<file path="config.mk">
export PLATFORM = sky130hd
export DESIGN_NAME = gf8_mac_stream
export DESIGN_NICKNAME = d
export VERILOG_FILES = /design/src/rtl/gf8_pkg.sv /design/src/rtl/gf8_mul_comb.sv /design/src/rtl/gf8_mac_stream.sv
export SDC_FILE = /design/constraint.sdc
export NUM_CORES = 1
export LEC_CHECK = 0
export BUFFER_PORTS_ARGS = -buffer_cell sky130_fd_sc_hd__buf_2
export CAP_MARGIN = 20
export CORE_UTILIZATION = 48
export CTS_CLUSTER_SIZE = 10
export DETAILED_ROUTE_END_ITERATION = 10
export GPL_TIMING_DRIVEN = 0
export PLACE_DENSITY_LB_ADDON = 0.08
export SLEW_MARGIN = 20
export SYNTH_ARGS = -nofsm -noshare
export SYNTH_HDL_FRONTEND = slang
export SYNTH_SLANG_ARGS = --single-unit
</file>
<file path="constraint.sdc">
create_clock -name clk -period 2.3 [get_ports clk]
set_input_delay 0.115 -clock clk [delete_from_list [all_inputs] [get_ports clk]]
set_output_delay 0.115 -clock clk [all_outputs]
set_load 0.005 [all_outputs]
</file>
<file path="src/rtl/gf8_pkg.sv">
// Shared GF(2^8) definitions: the AES field polynomial, the MAC stage states
// and the modular reduction of a 15-bit carry-less product.
package gf8_pkg;

    localparam logic [7:0] GF8_POLY_AES = 8'h1B;

    typedef enum logic {
        ACC  = 1'b0,
        HOLD = 1'b1
    } state_t;

    // Clears bits 14..8 from the top down; x^8 is the implicit leading term of poly.
    function automatic logic [7:0] gf8_reduce(input logic [14:0] x, input logic [7:0] poly);
        logic [14:0] r;
        r = x;
        for (int i = 14; i >= 8; i--) begin
            if (r[i]) r = r ^ ({6'b0, 1'b1, poly} << (i - 8));
        end
        return r[7:0];
    endfunction

endpackage

</file>
<file path="src/rtl/gf8_mul_comb.sv">
// Combinational GF(2^8) multiplier: carry-less product followed by reduction
// modulo {1, POLY}.
import gf8_pkg::*;

module gf8_mul_comb #(
    parameter logic [7:0] POLY = GF8_POLY_AES
) (
    input  logic [7:0] a,
    input  logic [7:0] b,
    output logic [7:0] p
);

    logic [14:0] prod;

    // NOTE: every variable written in always_comb is given a value first, so no latch can form.
    always_comb begin
        prod = '0;
        for (int i = 0; i < 8; i++) begin
            if (b[i]) prod = prod ^ ({7'b0, a} << i);
        end
    end

    assign p = gf8_reduce(prod, POLY);

endmodule

</file>
<file path="src/rtl/gf8_mac_stream.sv">
// Streaming GF(2^8) multiply-accumulate: XOR-sums operand products over a frame
// and presents the sum on a valid/ready output. Define GF8_MAC_PIPE_EN to add a
// register stage between the multiplier and the accumulator.
import gf8_pkg::*;

module gf8_mac_stream #(
    parameter logic [7:0] POLY    = GF8_POLY_AES,
    parameter int         MAX_LEN = 255,
    parameter int         CNT_W   = 8
) (
    input  logic             clk,
    input  logic             rst_n,
    input  logic             in_valid,
    output logic             in_ready,
    input  logic [7:0]       in_a,
    input  logic [7:0]       in_b,
    input  logic             in_last,
    output logic             out_valid,
    input  logic             out_ready,
    output logic [7:0]       out_data,
    output logic [CNT_W-1:0] out_count,
    output logic             out_ovf
);

    state_t             state, state_next;
    logic [7:0]         p;
    logic [7:0]         acc;
    logic [CNT_W-1:0]   cnt;
    logic [CNT_W-1:0]   cnt_inc;
    logic               cnt_max;
    logic               ovf;
    logic               accept;
    logic               beat_vld;
    logic               beat_last;
    logic [7:0]         beat_p;
    logic               stall;

    gf8_mul_comb #(.POLY(POLY)) u_mul (
        .a (in_a),
        .b (in_b),
        .p (p)
    );

    assign accept = in_valid && in_ready;

`ifdef GF8_MAC_PIPE_EN
    logic [7:0] p_q;
    logic       last_q;
    logic       vld_q;

    always_ff @(posedge clk or negedge rst_n) begin
        if (!rst_n) begin
            p_q    <= '0;
            last_q <= 1'b0;
            vld_q  <= 1'b0;
        end else begin
            p_q    <= p;
            last_q <= in_last && accept;
            vld_q  <= accept;
        end
    end

    assign beat_vld  = vld_q;
    assign beat_p    = p_q;
    assign beat_last = last_q;
    // Close the input while the frame's last beat is still in the stage register.
    assign stall     = vld_q && last_q;
`else
    assign beat_vld  = accept;
    assign beat_p    = p;
    assign beat_last = in_last;
    assign stall     = 1'b0;
`endif

    assign in_ready  = (state == ACC) && !stall;
    assign out_valid = (state == HOLD);

    assign cnt_max = (cnt == CNT_W'(MAX_LEN));
    assign cnt_inc = cnt_max ? cnt : cnt + CNT_W'(1);

    always_comb begin
        state_next = state;
        case (state)
            ACC:     if (beat_vld && beat_last) state_next = HOLD;
            HOLD:    if (out_ready)             state_next = ACC;
            default: state_next = ACC;
        endcase
    end

    // NOTE: sequential state uses non-blocking assignments so every register samples pre-edge values.
    always_ff @(posedge clk or negedge rst_n) begin
        if (!rst_n) begin
            state <= ACC;
        end else begin
            state <= state_next;
        end
    end

    always_ff @(posedge clk or negedge rst_n) begin
        if (!rst_n) begin
            acc       <= '0;
            cnt       <= '0;
            ovf       <= 1'b0;
            out_data  <= '0;
            out_count <= '0;
            out_ovf   <= 1'b0;
        end else if (beat_vld) begin
            if (beat_last) begin
                out_data  <= acc ^ beat_p;
                out_count <= cnt_inc;
                out_ovf   <= ovf | cnt_max;
                acc       <= '0;
                cnt       <= '0;
                ovf       <= 1'b0;
            end else begin
                acc <= acc ^ beat_p;
                cnt <= cnt_inc;
                ovf <= ovf | cnt_max;
            end
        end
    end

endmodule

</file>
# Word-level counts from Yosys, hierarchy flattened
# Cells that the tools add are included.
classes:
  n_eq_ne: 1
  n_reduce_logical: 3
  add_sub_neg: 1
  mux: 22
  bitwise: 17
op_table:
  columns: ["operator", "n"]
  rows:
  - ["15-bit 2-to-1 mux", 7]
  - ["8-bit 2-to-1 mux", 5]
  - ["4-bit NOT", 7]
  - ["15-bit by 10-bit bitwise XOR with 15-bit output", 1]
  - ["15-bit by 11-bit bitwise XOR with 15-bit output", 1]
  - ["15-bit by 12-bit bitwise XOR with 15-bit output", 1]
  - ["15-bit by 13-bit bitwise XOR with 15-bit output", 1]
  - ["15-bit by 14-bit bitwise XOR with 15-bit output", 1]
  - ["15-bit bitwise XOR", 1]
  - ["15-bit by 9-bit bitwise XOR with 15-bit output", 1]
  - ["11-bit 2-to-1 mux", 1]
  - ["10-bit 2-to-1 mux", 1]
  - ["9-bit 2-to-1 mux", 1]
  - ["8-bit by 1-bit adder with 8-bit output, second input constant", 1]
  - ["8-bit == test, second input constant", 1]
  - ["8-bit bitwise XOR", 1]
  - ["7-bit 2-to-1 mux", 1]
  - ["6-bit 2-to-1 mux", 1]
  - ["5-bit 2-to-1 mux", 1]
  - ["1-bit 2-to-1 mux", 3]
  - ["1-bit logical AND", 2]
  - ["1-bit one-hot mux with 2 select lines", 1]
  - ["2-bit AND reduction", 1]
  - ["1-bit NOT", 1]
  - ["1-bit OR", 1]
totals:
  wordCells: 51
  register_bits: 35
  output_inout_bits: 19
  inputBits: 21

# Logic depth before layout (Yosys ltp)
# Gate-level depths: netlist of the first run.
logic_depth:
  ltp_word: 31
  depth_mapped: 9
  depth_no_buf: 8

# Modules after synthesis
# A second synthesis of the first run with hierarchy kept.
unflattened:
  cells_unflattened: 347
  hier_area_um2: 2782.7
modules_own_cells:
  columns: ["module", "cells_per_inst", "area_each_um2", "seq_area_each_um2", "n_inst"]
  rows:
  - ["gf8_mac_stream", 182, 1647.8, 875.8, 1]
  - ["gf8_mul_comb", 165, 1134.8, 0.0, 1]

# Least setup slack after synthesis of the first run
# Ideal clock, no wire load.
synth_path:
  path_kind: "input-to-reg"
  start: "in in_b[4]"
  end: "reg acc[4]"
  t_required_ns: 2.204
  path_stages: 8
  path_slack_ns: 0.396
  t_arrival_ns: 1.809
  n_path_buf: 1
  setup_ns: 0.096
  cell_sequence: "buf_4 -> nand2_1 -> xnor2_1 -> xnor3_1 -> xnor2_2 -> xnor3_2 -> xnor2_1 -> o31ai_1"
synth_via:
  elab_chain_cells: 20
  elab_cells_between_ends: 22
  cone_classes: "12 x mux; 10 x bitwise"
synth_lines:
  columns: ["element", "line", "text"]
  rows:
  - ["start, declared", "gf8_mac_stream.sv:16", "input logic [7:0] in_b,"]
  - ["15-bit 2-to-1 mux *", "gf8_mul_comb.sv:19", "if (b[i]) prod = prod ^ ({7'b0, a} << i);"]
  - ["15-bit by 13-bit bitwise XOR with 15-bit output", "gf8_mul_comb.sv:19", null]
  - ["15-bit 2-to-1 mux *", "gf8_mul_comb.sv:19", null]
  - ["15-bit by 14-bit bitwise XOR with 15-bit output", "gf8_mul_comb.sv:19", null]
  - ["15-bit 2-to-1 mux *", "gf8_mul_comb.sv:19", null]
  - ["15-bit bitwise XOR", "gf8_mul_comb.sv:19", null]
  - ["15-bit 2-to-1 mux *", "gf8_mul_comb.sv:19", null]
  - ["11-bit 2-to-1 mux", "gf8_pkg.sv:17", "if (r[i]) r = r ^ ({6'b0, 1'b1, poly} << (i - 8));"]
  - ["[4 not listed]", null, null]
  - ["8-bit 2-to-1 mux", "gf8_pkg.sv:17", null]
  - ["7-bit 2-to-1 mux", "gf8_pkg.sv:17", null]
  - ["4-bit NOT (no line)", null, null]
  - ["6-bit 2-to-1 mux", "gf8_pkg.sv:17", null]
  - ["4-bit NOT (no line)", null, null]
  - ["5-bit 2-to-1 mux *", "gf8_pkg.sv:17", null]
  - ["8-bit bitwise XOR *", "gf8_mac_stream.sv:116", "acc <= acc ^ beat_p;"]
  - ["8-bit 2-to-1 mux *", "gf8_mac_stream.sv:108", "if (beat_last) begin"]
  - ["end signal, assigned", "gf8_mac_stream.sv:116", null]
  - ["end, declared", "gf8_mac_stream.sv:27", "logic [7:0] acc;"]
# Mark *: on every way between the ends. The rest lies on a longest branch, timed or not.
# A chain may end at the register's enable or synchronous reset.

# Worst setup path after layout of the first run
layout_path:
  start: "reg cnt[0]"
  end: "reg cnt[4]"
layout_via:
  elab_chain_cells: 3
  elab_cells_between_ends: 4
  cone_classes: "1 x add/sub; 1 x eq/ne; 2 x mux"
layout_lines:
  columns: ["element", "line", "text"]
  rows:
  - ["start, declared", "gf8_mac_stream.sv:28", "logic [CNT_W-1:0] cnt;"]
  - ["start signal, assigned", "gf8_mac_stream.sv:117", "cnt <= cnt_inc;"]
  - ["8-bit by 1-bit adder with 8-bit output / 8-bit == test (equally long branches)", "gf8_mac_stream.sv:79, gf8_mac_stream.sv:78", null]
  - ["8-bit 2-to-1 mux *", "gf8_mac_stream.sv:79", "assign cnt_inc = cnt_max ? cnt : cnt + CNT_W'(1);"]
  - ["8-bit 2-to-1 mux *", "gf8_mac_stream.sv:108", null]
# Marked as above.

==> run_results.csv, run 1 <==
group,metric,value,unit
synth,synthCells,323,
synth,yosys_warning_total,0,
synth,synth_compound_gate_area_share,10.3,%
critical_path,critical_path.n_buffers_inverters,1,
critical_path,number_of_gates_on_the_worst_path_with_buffers_counted,9,
timing,fin_crit,2030,ps
placement,dpl_cell_area,2880,um^2
synth,synth_top_cells_by_count,"100 x nand2_1, 51 x xnor2_1, 35 x dfrtp_1",
synth,yosys.area_share.xor_xnor,30.2,%
critical_path,criticalPathCategory,"reg2reg",
global_routing,global_route.usage.total,21.9,%
critical_path,timing.rr.start,"cnt[0]",
global_routing,grt_first_pass_wirelength,9.99,mm
critical_path,crit_arrival,2190,ps
synth,synth.lib_cells_used.distinct,31,
synth,netlist_top_cells_area,"dfrtp_1 33%, xnor2_1 17%, nand2_1 14%",
cts,tritoncts_clock_tree,"done",
critical_path,worst_setup_path_startpoint,"cnt[0]",
synth,synthMuxAreaShare,1.89,%
global_routing,gr-total-overflow,0,
die,core,5200,um^2
drt,detail_route.drc_violations,0,
synth,avgSynthCellArea,8.22,um^2
timing,layout_setup_ws,266,ps
critical_path,critical_path.top_delay_family,"simple AND/OR/NAND/NOR gates",
timing,timing.max_slew.rel_slack,48.2,%
timing,drv_slew,0,
timing,final_worst_clock_skew,3.75,ps
finish,finalInstanceArea,3000,um^2
critical_path,worst_path_cell_chain,"ha_1 > nand2_1 > nor2b_2 > and3_1 > clkbuf_1 > nor2_1 > nand2_1 > mux2i_1 > o21ai_0",
placement,dp_slack,182,ps
die,floorplan.initialDensity,51.0,%
cts,tritoncts_num_sinks,35,
cts,clock_latency_of_the_later_clocked_register_in_the_worst_skew_pair,290,ps
critical_path,cp_common_cell,"nand2_1",
timing,finalSetupViolCount,0,
timing,timing.fmax,0.492,GHz
run,max-cap-violations,0,
critical_path,critPathCapture,"cnt[4]",
die,io_pins,40,
synth,synth-seq-cells,35,
drt,ant_nets,0,
drt,routed_via_density,4.98,
synth,synth_simple_gate_area_share,19.5,%
die,die_width,76.4,um
synth,dominant_combinational_cell_family_by_area_after_synthesis,"XOR/XNOR gates",
synth,post_synth_fa_ha_maj_area_fraction,0.471,%
cts,cts_max_path_buffers,2,
cts,cts_post_setup_buffers_inserted,0,
cts,ctsRootBufferMaster,"clkbuf_8",
critical_path,cpPeakStageDelay,450,ps
critical_path,critPathCaptureType,"register",
cts,numCtsBuffers,5,
timing,fin_tns_setup,0,ps
synth,mappedNetlistNets,345,
critical_path,worst_ep_required_time,2460,ps
finish,n_fill_cell,530,
timing,layout_worst_path_cycle_share,88.4,%
status,outcome,"complete, no violations",
critical_path,cp-start-kind,"register",
die,rows,26,
finish,nNetsFinal,381,
drt,wirelength,5.82,mm
drt,detail_route.iter0.violations,129,
drt,wl_per_cell,13.5,um
synth,yosysSeqAreaShare,33.0,%
cts,cts-htree-levels,2,
critical_path,worst-r2r-setup-slack,270,ps
synth,synth.cell_area,2660,um^2
synth,most_area_hungry_cell_type_in_the_yosys_netlist,"dfrtp_1",
timing,tightest_slew,778,ps
finish,diodes,0,
global_routing,antenna_found_initial,0,
timing,setup_repair_after_global_routing_missed_its_margin,"no",
power,worst_ir_drop_vdd,0.000679,V
placement,number_of_buffers_inserted_by_port_buffering,27,
finish,fraction_of_layout_cells_with_a_size_suffix_above_1,15.0,%
die,floorplan.die_area,5830,um^2
placement,place_congestion,0.842,
global_routing,maximum_number_of_pins_on_one_net_before_global_route_repair,36,
critical_path,crit_path_max_fanout,6,
worst_hold_path,min_path_type,"in2reg",
power,leakagePower,1.38,nW
finish,area_growth,13.0,%
drt,routed-via-count,2143,
placement,hpwl_dp,4.29,mm
critical_path,rr_endpoint,"cnt[4]",
power,power.density_cell_area,885,nW/um^2
synth,yosysTopAreaCellShare,33.0,%
synth,synth_enable_flop_cells,0,
drt,first_pass_iters,4,
die,die_height,76.4,um
critical_path,worst_r2r_path_depth,9,
finish,multi_input_area,1660,um^2
cts,clk_pin_slew_worst_paths,70,ps
synth,ys_async_sr_fraction,100,%
finish,final-seq-area,876,um^2
critical_path,worst_path_max_delay_cell,"dfrtp_1",
synth,dominantRegCellSynth,"dfrtp_1",
synth,most_frequently_used_cell_type_in_the_post_synthesis_netlist,"nand2_1",
global_routing,first_global_vias,1990,
timing,report.final.hold_viol_count,0,
[stage by stage]
step	cells	util (%)	hold WS, ps	total power [mW]
floorplan	323	-	-181	1.88
global placement	420	55.3	245	2.17
detailed placement	420	55.3	241	2.19
CTS	430	57.6	310	2.68
global route	430	57.6	342	2.85
finish	430	57.6	309	2.66
[placed cells by master, fill, tap and decap left out, types with 8 or more instances in the layout]
cell,n
buf_2,34
xor2_1,20
nor2_1,13
nand2_1,100
clkbuf_1,13
o21ai_0,19
xnor2_1,51
o31ai_1,10
a21oi_1,8
dfrtp_1,35
[how the worst min path moves through the flow]
stage,start,end,slack (ps),cells past startpoint
after floorplan,rst_n,acc[0],-180,0
after global placement,rst_n,out_data[7],250,1
after detailed placement,rst_n,out_data[7],240,1
after CTS,in_valid,ovf,310,3
after global routing,in_valid,ovf,340,3
final,in_valid,ovf,310,3
[logic make-up (layout without fill, tap and decap cells)]
| logic type | count (synthesis) | count (layout) |
|---|---|---|
| and+or+nand+nor | 129 | 129 |
| xor gates and xnor gates | 80 | 80 |
| AOI/OAI and AO/OA | 47 | 47 |
| DFF | 35 | 35 |
| buffers and inverters | 26 | 63 |
| muxes | 5 | 5 |
| adders and majority gates | 1 | 1 |
[worst reg2reg max path, delay by kind of cell, from the launching register on]
kind	cells	cell delay (ps)
AND/OR/NAND/NOR	5	740
flip-flops	1	450
adder cells (fa/ha/maj)	1	230
buffers and inverters	1	210
multiplexers	1	190
AO/OA/AOI/OAI	1	90
[final cells by class]
class,instances,share of cell area (%)
inverters,1,0.125
multi-input cells,262,55.2
plain buffers,25,4.05
well taps,70,2.92
repair buffers,29,5.17
flip-flops and latches,35,29.2
clock buffers,8,3.34
[registers in the layout, summed over array words and instances (netlist names)]
register,count
out_ovf,1
cnt,8
out_valid,1
out_data,8
acc,8
out_count,8
ovf,1
[per-layer routing]
metal	GRT usage [%]	vias to the layer above	part of all wire, %	wire length (um)
met5	0	-	0	0
met4	6.35	0	1.1	65
met3	3.35	6	3.6	208
met2	30.9	43	42	2420
met1	34.2	988	54	3130
li1	-	1106	-	-
[power by group]
part	switching, mW	total [mW]	internal (mW)
logic	0.634	1.25	0.619
clock network	0.214	0.487	0.273
registers	0.121	0.915	0.794
[repair_timing]
item	in CTS	in global routing
setup endpoints to repair	0	2
hold endpoints to repair	36	0
resized for setup	0	1
hold buffers	2	0
No activity file was read; power rests on OpenSTA's default activity.
==> run 2: changes to the inputs <==
--- a/config.mk
+++ b/config.mk
@@ -5,6 +5,7 @@
 export SDC_FILE = /design/constraint.sdc
 export NUM_CORES = 1
 export LEC_CHECK = 0
+export ABC_AREA = 1
 export BUFFER_PORTS_ARGS = -buffer_cell sky130_fd_sc_hd__buf_2
 export CAP_MARGIN = 20
 export CORE_UTILIZATION = 48
==> run 2 against run 1 <==
  * Non-clock buffer count down 4
  * Synthesized cell count up 50%
  * Register-to-register slack better by 30 ps
  * Combinational power down 18%
  * Routed wire length up 18%
  * Power down 13%
  * Largest cell class unchanged
  * Sequential power down 8.1%
  * Global-route usage down 0.39 points
  * Clock skew up 9.2 ps
  * Fmax up 1.6%
  * Sequential cell count unchanged
  * Via count up 36%
==> run_results.csv, run 2 <==
group,metric,value,unit
status,outcome,"complete, no violations",
timing,final_worst_clock_skew,13.0,ps
synth,mappedNetlistNets,507,
placement,placed_cells,592,
finish,nNetsFinal,546,
power,leakagePower,1.97,nW
timing,finalSetupViolCount,0,
synth,yosysTopAreaCellShare,28.0,%
synth,yosys_warning_total,0,
cts,cts_max_path_buffers,2,
critical_path,crit_path_max_fanout,10,
synth,yosys.area_share.xor_xnor,13.0,%
global_routing,antenna_found_initial,0,
cts,clock_latency_of_the_later_clocked_register_in_the_worst_skew_pair,290,ps
cts,clk_pin_slew_worst_paths,80,ps
power,total_power,2.31,mW
synth,synth.lib_cells_used.distinct,30,
finish,fin_cells,602,
placement,hpwl_dp,5.25,mm
drt,wl_per_cell,11.4,um
timing,tightest_slew,792,ps
synth,ys_async_sr_fraction,100,%
drt,detail_route.drc_violations,0,
power,comb_power_share,44.4,%
synth,most_area_hungry_cell_type_in_the_yosys_netlist,"dfrtp_1",
critical_path,worst_ep_required_time,2460,ps
die,io_pins,40,
die,die_width,82.7,um
drt,routed-via-count,2913,
placement,place_congestion,0.831,
timing,layout_worst_path_cycle_share,87.0,%
placement,dpl_cell_area,3370,um^2
finish,diodes,0,
worst_hold_path,min_path_type,"in2reg",
finish,area_growth,11.2,%
die,floorplan.initialDensity,49.5,%
finish,n_fill_cell,648,
global_routing,global_route.usage.total,21.5,%
timing,timing.fmax,0.500,GHz
placement,number_of_buffers_inserted_by_port_buffering,30,
timing,fin_crit,2000,ps
critical_path,crit_arrival,2160,ps
synth,synth-seq-cells,35,
die,rows,29,
timing,drv_slew,0,
cts,cts_post_setup_buffers_inserted,0,
timing,layout_setup_ws,298,ps
power,worst_ir_drop_vdd,0.000468,V
cts,numCtsBuffers,5,
die,floorplan.die_area,6840,um^2
drt,detail_route.iter0.violations,76,
finish,utilization,55.1,%
power,power.density_cell_area,663,nW/um^2
timing,setup_repair_after_global_routing_missed_its_margin,"no",
synth,synth_simple_gate_area_share,42.6,%
cts,cts_hold_repair.buffers,2,
global_routing,grt_first_pass_wirelength,11.4,mm
synth,yosysSeqAreaShare,28.0,%
cts,cts-htree-levels,2,
power,proportion_of_total_power_due_to_net_switching,39.9,%
cts,tritoncts_num_sinks,35,
run,max-cap-violations,0,
finish,finalInstanceArea,3480,um^2
critical_path,critPathCaptureType,"register",
cts,tritoncts_clock_tree,"done",
finish,mostFrequentLayoutCell,"nand2_1",
finish,fraction_of_layout_cells_with_a_size_suffix_above_1,17.7,%
power,power.internal,1.39,mW
synth,synth.cell_area,3130,um^2
critical_path,cp-start-kind,"register",
critical_path,criticalPathCategory,"reg2reg",
global_routing,gr-total-overflow,0,
drt,wirelength,6.85,mm
synth,synth_compound_gate_area_share,4.52,%
cts,cts_repair_resize_count,0,
cts,ctsRootBufferMaster,"clkbuf_8",
power,power_share_of_the_clock_group,19.1,%
synth,most_frequently_used_cell_type_in_the_post_synthesis_netlist,"nand2_1",
synth,avgSynthCellArea,6.45,um^2
synth,dominantRegCellSynth,"dfrtp_1",
synth,synth_enable_flop_cells,0,
die,core,6310,um^2
drt,routed_via_density,4.84,
finish,most_frequent_cells_in_the_layout,"214 x nand2_1, 51 x inv_1, 41 x nand3_1",
timing,hold-worst-slack,150,ps
placement,dp_slack,336,ps
timing,report.final.hold_viol_count,0,
synth,dominant_combinational_cell_family_by_area_after_synthesis,"simple AND/OR/NAND/NOR gates",
synth,synth_top_cells_by_count,"214 x nand2_1, 51 x inv_1, 41 x nand3_1",
drt,ant_nets,0,
power,net_switching_power_figure,921,uW
timing,timing.max_slew.rel_slack,47.2,%
global_routing,first_global_vias,2594,
die,die_height,82.7,um
synth,synthCells,485,
synth,post_synth_fa_ha_maj_area_fraction,0.400,%
synth,synthMuxAreaShare,0,%
drt,first_pass_iters,4,
power,sequential_power_share,36.5,%
global_routing,maximum_number_of_pins_on_one_net_before_global_route_repair,36,
synth,netlist_top_cells_area,"dfrtp_1 28%, nand2_1 26%, xor2_1 7.6%",
timing,fin_tns_setup,0,ps
==> run 2: cell types whose count changed in the layout (fill, tap and decap cells not counted), moves of 7 or more <==
cell and change:
clkbuf_1 -10, inv_1 +50, inv_2 +7, nand2_1 +114, nand2_2 +18, nand3_1 +38, o31ai_1 -10, xnor2_1 -36
xor2_1 +7
==> run 2: layout make-up <==
class                      count  area (um^2)  area share, %
multi-input combinational    372         1890           54.4
sequential                    35          876           25.2
inverter                      60          225           6.47
timing repair buffer          32          170           4.89
buffer                        18          133           3.81
tap                           77         96.3           2.77
clock buffer                   6         72.6           2.09
clock inverter                 2         12.5          0.360
==> run 2: power groups by stage <==
stage	Clock, mW	Sequential, mW	Combinational (mW)
finish	0.442	0.841	1.02
global route	0.476	0.866	1.19
CTS	0.457	0.841	1.03
detailed placement	0	0.849	1.03
global placement	0	0.848	1.00
floorplan	0	0.851	0.767
==> run 2: path summary, 6_finish.rpt <==
| path | end | startpoint | slack, ps | cells past startpoint |
|---|---|---|---|---|
| worst max register to register | out_ovf | out_valid | 300 | 7 |
| min in group asynchronous | out_data[4] | rst_n | 450 | 2 |
| worst max-delay path | out_ovf | out_valid | 300 | 7 |
| worst min-delay path | acc[4] | in_last | 150 | 4 |
| worst min register to register | out_data[5] | out_data[5] | 470 | 2 |
| max in group asynchronous | out_count[4] | rst_n | 1340 | 2 |
==> run 2: layer usage <==
| metal | share of wire, % | GRT usage, % | vias up |
|---|---|---|---|
| met1 | 51 | 29.1 | 1290 |
| li1 | - | - | 1564 |
| met4 | 0.31 | 3.62 | 0 |
| met2 | 45 | 35.9 | 55 |
| met3 | 3.7 | 3.96 | 4 |
| met5 | 0 | 0 | - |
==> run 2: cell families after synthesis <==
kind of cell,count (synthesis)
AO/OA/AOI/OAI,26
XOR/XNOR,44
flip-flops,35
AND/OR/NAND/NOR,301
buffers and inverters,78
adder cells (fa/ha/maj),1
==> run 2: worst max-delay path, cell delays in order (launching register included) <==
cell	delay, ps
dfrtp_1	380
inv_1	90
nand2_2	170
nor2_2	330
clkinv_1	350
clkbuf_1	320
nand2_1	120
o21ai_0	100
